`src/rtl/mmcm_multi_phase_shifter.sv`:
```
// Multi-channel MMCM dynamic phase-shift sequencer: one PSEN per step with a PSDONE handshake,
// per-channel signed phase-position accumulators, abort, timeout and bad-channel reporting.
module mmcm_multi_phase_shifter #(
    parameter int unsigned N_CH    = 2,
    parameter int unsigned STEP_W  = 12,
    parameter int unsigned POS_W   = 16,
    parameter int unsigned GAP     = 4,
    parameter int unsigned TIMEOUT = 1023,
    localparam int unsigned CH_W   = (N_CH > 1) ? $clog2(N_CH) : 1
) (
    input  logic                  clk,
    input  logic                  rst_n,
    input  logic                  cmd_valid,
    output logic                  cmd_ready,
    input  logic [CH_W-1:0]       cmd_ch,
    input  logic                  cmd_dir,
    input  logic [STEP_W-1:0]     cmd_steps,
    input  logic                  abort,
    output logic [N_CH-1:0]       psen,
    output logic [N_CH-1:0]       psincdec,
    input  logic [N_CH-1:0]       psdone,
    output logic                  done,
    output logic                  timeout_err,
    output logic                  bad_ch_err,
    output logic [N_CH*POS_W-1:0] pos
);
    localparam int unsigned TMR_W = $clog2(TIMEOUT + 1);
    localparam int unsigned GAP_W = 8;

    typedef enum logic [1:0] {S_IDLE, S_PULSE, S_WAIT, S_GAP} state_t;

    state_t              state;
    logic [CH_W-1:0]     ch;
    logic                dir;
    logic [STEP_W-1:0]   remaining;
    logic [TMR_W-1:0]    timer;
    logic [GAP_W-1:0]    gap_cnt;
    logic                abort_q;
    logic [N_CH-1:0]     ch_mask;
    logic [N_CH-1:0]     cmd_mask;
    logic                psdone_sel;
    logic                stop_req;
    logic [POS_W-1:0]    step_val;

    // One-hot decodes of the active channel and of the incoming command channel
    always_comb begin
        ch_mask  = '0;
        cmd_mask = '0;
        for (int k = 0; k < N_CH; k++) begin
            ch_mask[k]  = (ch == CH_W'(k));
            cmd_mask[k] = (cmd_ch == CH_W'(k));
        end
    end

    assign cmd_ready  = (state == S_IDLE);
    assign psdone_sel = |(psdone & ch_mask);
    assign stop_req   = abort | abort_q;
    assign step_val   = dir ? POS_W'(1) : {POS_W{1'b1}};

    always_ff @(posedge clk or negedge rst_n) begin
        if (!rst_n) begin
            state       <= S_IDLE;
            ch          <= '0;
            dir         <= 1'b0;
            remaining   <= '0;
            timer       <= '0;
            gap_cnt     <= '0;
            abort_q     <= 1'b0;
            psen        <= '0;
            psincdec    <= '0;
            done        <= 1'b0;
            timeout_err <= 1'b0;
            bad_ch_err  <= 1'b0;
            pos         <= '0;
        end else begin
            psen <= '0;
            done <= 1'b0;
            case (state)
                S_IDLE: begin
                    if (cmd_valid) begin
                        ch          <= cmd_ch;
                        dir         <= cmd_dir;
                        remaining   <= cmd_steps;
                        abort_q     <= 1'b0;
                        timeout_err <= 1'b0;
                        bad_ch_err  <= 1'b0;
                        // cmd_mask is all-zero for an out-of-range channel, so no psincdec bit moves
                        psincdec    <= (psincdec & ~cmd_mask) | (cmd_mask & {N_CH{cmd_dir}});
                        if (cmd_mask == '0) begin
                            bad_ch_err <= 1'b1;
                            done       <= 1'b1;
                        end else if (cmd_steps == '0) begin
                            done <= 1'b1;
                        end else begin
                            psen  <= cmd_mask;
                            state <= S_PULSE;
                        end
                    end
                end
                S_PULSE: begin
                    abort_q <= stop_req;
                    timer   <= '0;
                    state   <= S_WAIT;
                end
                S_WAIT: begin
                    abort_q <= stop_req;
                    if (psdone_sel) begin
                        for (int k = 0; k < N_CH; k++) begin
                            if (ch_mask[k]) begin
                                pos[k*POS_W +: POS_W] <= pos[k*POS_W +: POS_W] + step_val;
                            end
                        end
                        remaining <= remaining - STEP_W'(1);
                        if (remaining == STEP_W'(1) || stop_req) begin
                            done  <= 1'b1;
                            state <= S_IDLE;
                        end else if (GAP == 0) begin
                            psen  <= ch_mask;
                            state <= S_PULSE;
                        end else begin
                            gap_cnt <= '0;
                            state   <= S_GAP;
                        end
                    end else if (timer == TMR_W'(TIMEOUT - 1)) begin
                        done        <= 1'b1;
                        timeout_err <= 1'b1;
                        state       <= S_IDLE;
                    end else begin
                        timer <= timer + TMR_W'(1);
                    end
                end
                S_GAP: begin
                    if (stop_req) begin
                        done  <= 1'b1;
                        state <= S_IDLE;
                    end else if (gap_cnt == GAP_W'(GAP - 1)) begin
                        psen  <= ch_mask;
                        state <= S_PULSE;
                    end else begin
                        gap_cnt <= gap_cnt + GAP_W'(1);
                    end
                end
                default: state <= S_IDLE;
            endcase
        end
    end
endmodule
```
`config.mk`:
```
export PLATFORM = sky130hd
export DESIGN_NAME = mmcm_multi_phase_shifter
export DESIGN_NICKNAME = d
export VERILOG_FILES = /design/src/rtl/mmcm_multi_phase_shifter.sv
export SDC_FILE = /design/constraint.sdc
export NUM_CORES = 1
export LEC_CHECK = 0
export ABC_AREA = 1
export CAP_MARGIN = 0
export CORE_MARGIN = 2
export CORE_UTILIZATION = 46
export CTS_CLUSTER_DIAMETER = 30
export DETAILED_ROUTE_END_ITERATION = 8
export GPL_ROUTABILITY_DRIVEN = 0
export PLACE_DENSITY = 0.67
export SKIP_LAST_GASP = 1
export SYNTH_ARGS = -nofsm -noshare
export SYNTH_HDL_FRONTEND = slang
export SYNTH_SLANG_ARGS = --single-unit
```
`constraint.sdc`:
```
create_clock -name clk -period 2.4 [get_ports clk]
set_input_delay 0.36 -clock clk [delete_from_list [all_inputs] [get_ports clk]]
set_output_delay 0.36 -clock clk [all_outputs]
set_load 0.05 [all_outputs]
```
==> qor.txt <==
Crit path capture type -> flip-flop
Slew HR -> 59.6%
Fin crit period -> 2060 ps
IO Count -> 60
Worst EP required -> 2610 ps
Primary FF master, synth -> dfrtp_1
Final HPWL DP -> 9.55 mm
Clk_lat worst skew -> 350 ps
Initial Utilization -> 46.6%
Detailed-route via count -> 5239
Top-count cell post-synth -> nand2_1
Largest net degree at the start of global routing -> 53
CP Launch Type -> flip-flop
CP Data Arrival Time -> 2270 ps
1st-iter DRT viols -> 325
Register area share after synthesis -> 32.9%
Clock share of power -> 13.3%
RSZ-0062 raised after global routing -> no
R2R depth -> 7
Number of enable flip-flop cells after synthesis -> 0
Post-synth top area cell -> dfrtp_1
Area of the multi-input gates -> 3160 sq um
Combinational Power Share -> 67.0%
Reg clk slew, reported paths -> 60 ps
ANT cells -> 0
Root buf cell -> clkbuf_16
Clk sinks -> 73
Drt via density -> 4.99
Final max-slew violation count -> 0
Hold WC Path Type -> in2async
Unique masters post-synth -> 36
Fin Setup TNS -> 0 ps
Synthesis warning total -> 0
Switching power -> 5680 uW
Static leakage -> 0.00349 uW
Power per cell area -> 1610 nW/um^2
Avg WL per Cell -> 12.4 um
# DRC -> 0
Post-place instance area -> 6320 sq um
R2r setup slk -> 340 ps
Reg2reg end -> pos[20]$_DFFE_PN0P_
Sequential Power Share -> 19.7%
#FFs+latches synth -> 73
Final wirelength -> 13.1 mm
Core area -> 11900 sq um
Fill count -> 1168
Initial antenna violation count -> 0
Peak supply drop -> 589 uV
Synth top cells by count -> nand2_1, inv_1, nand3_1
Port Buf Inserts -> 58
Vias in the first global route -> 4895
Ratio of cells with drive above 1 in the final layout -> 5.54%
Clk buf depth -> 2
Total grt overflow -> 0
Post-route insts no fill -> 1049
Tightest Pin Transition -> 605 ps
Register area -> 1830 sq um
Mapped cell area -> 5550 sq um
CP max FO -> 15
Die W -> 114 um
Die area -> 13000 sq um
H-Tree Depth -> 3
Final hold viol count -> 0
Setup-failing EPs final -> 0
First-pass GRT wire length -> 23.1 mm
Inst Count DP -> 1032
Post-route worst setup slack -> 338 ps
Synth Net Count -> 892
Post-synth top area share -> 32.9%
P&R area growth vs syn -> 19.6%
Final antenna-violating net count -> 0
Setup Skew -> 6.69 ps
Setup WS pre-CTS -> 312 ps
Top cells by area, synth -> dfrtp_1, nand2_1, ha_1, inv_1, nand3_1
Synth async-reset ratio -> 100%
Total power -> 10700 uW
Final #Nets -> 957
TritonCTS clock tree -> yes
Die extent in y -> 114 um
Final period util -> 85.9%
Switch share -> 53.2%
# rows -> 40
R2r startpoint -> state[0]$_DFFE_PN0P_
Crit path kind -> reg2reg
GRT Util Overall -> 21.9%
Synthesized area per cell -> 6.68 sq um
Syn Inst Count -> 832
Max frequency -> 485 MHz
Outcome -> completed
Max-Cap Viols -> 0
CTS buffer count -> 9
Setup repair bufs after CTS -> 0
DR pass1 iterations -> 4
Cell area after layout -> 6640 sq um
Internal -> 4990 uW
-- registers in the layout (all words and copies together) (netlist names), named ones only --
name,flops
pos,32
remaining,12
timer,10
gap_cnt,8
psen,2
state,2
abort_q,1
ch,1
dir,1
done,1
timeout_err,1
-- cells by family after synthesis --
group	share of synthesized area, %
and+or+nand+nor	35.8
other	0.0675
DFF	32.9
AOI/OAI and AO/OA	10.2
xor gates and xnor gates	1.58
adders and majority gates	9.28
buffers and inverters	10.2
-- cell usage in the layout (no fill, tap or decap), types with 14 or more instances in the layout --
cell type        Yosys  layout
nand3b_1            14      14
dfrtp_1             73      73
nand3_1             78      78
a21oi_1             34      34
nand2_1            284     284
clkdlybuf4s50_1      0      56
o21ai_0             39      39
inv_1              126     126
nor2_1              59      59
ha_1                38      38
-- worst max-delay path, stage by stage (launching register included) --
cell and delay [ps]:
dfrtp_1 430, inv_1 120, ha_1 170, inv_1 180, nor2_2 550, inv_2 290, nand2_1 110, o21ai_0 80
-- power by group through the flow --
stage | clock network, uW | logic [uW] | registers (uW)
after CTS | 1440 | 7150 | 2100
after global routing | 1500 | 8130 | 2160
after global placement | 0 | 7030 | 2110
after detailed placement | 0 | 7100 | 2120
final | 1410 | 7150 | 2100
after floorplan | 0 | 4470 | 3000
-- how the worst max path moves through the flow --
| stage | startpoint | slack [ps] | depth (start not counted) | end |
|---|---|---|---|---|
| 6_report | state[0]$_DFFE_PN0P_ | 340 | 7 | pos[20]$_DFFE_PN0P_ |
| 5_1_grt | state[0]$_DFFE_PN0P_ | 150 | 7 | pos[20]$_DFFE_PN0P_ |
| 4_1_cts | state[1]$_DFFE_PN0P_ | 70 | 3 | cmd_ready |
| 3_5_place_dp | psdone[0] | 310 | 10 | gap_cnt[3]$_DFFE_PN0P_ |
| 3_3_place_gp | psdone[0] | 290 | 10 | gap_cnt[6]$_DFFE_PN0P_ |
| 2_1_floorplan | dir$_DFFE_PN0P_ | 190 | 9 | pos[27]$_DFFE_PN0P_ |
-- metrics by stage --
stage	util, %	hold slack (ps)
final	55.8	453
after global routing	55.8	481
after CTS	55.7	462
after detailed placement	53.1	281
after global placement	53.1	281
after floorplan	-	64.4
-- final cells by class --
type | instances | share of cell area [%]
multi-input combinational | 617 | 47.6
clock buffer | 9 | 3.39
clock inverter | 7 | 1.19
tap | 147 | 2.77
timing repair buffer | 68 | 10.3
inverter | 128 | 7.23
sequential | 73 | 27.5
-- routing by layer --
layer	global-route usage (%)	vias up	share of wire, %
li1	-	2778	-
met1	30.5	2358	50
met2	35.2	89	45
met3	3.03	14	3.1
met4	7.40	0	1.7
met5	0	-	0
-- what timing repair did --
action	4_1_cts	5_1_grt
setup endpoints to repair	0	1
hold buffers	1	0
gates resized for setup	0	1
hold endpoints to repair	21	0
Power figures use the tool's default switching activity.
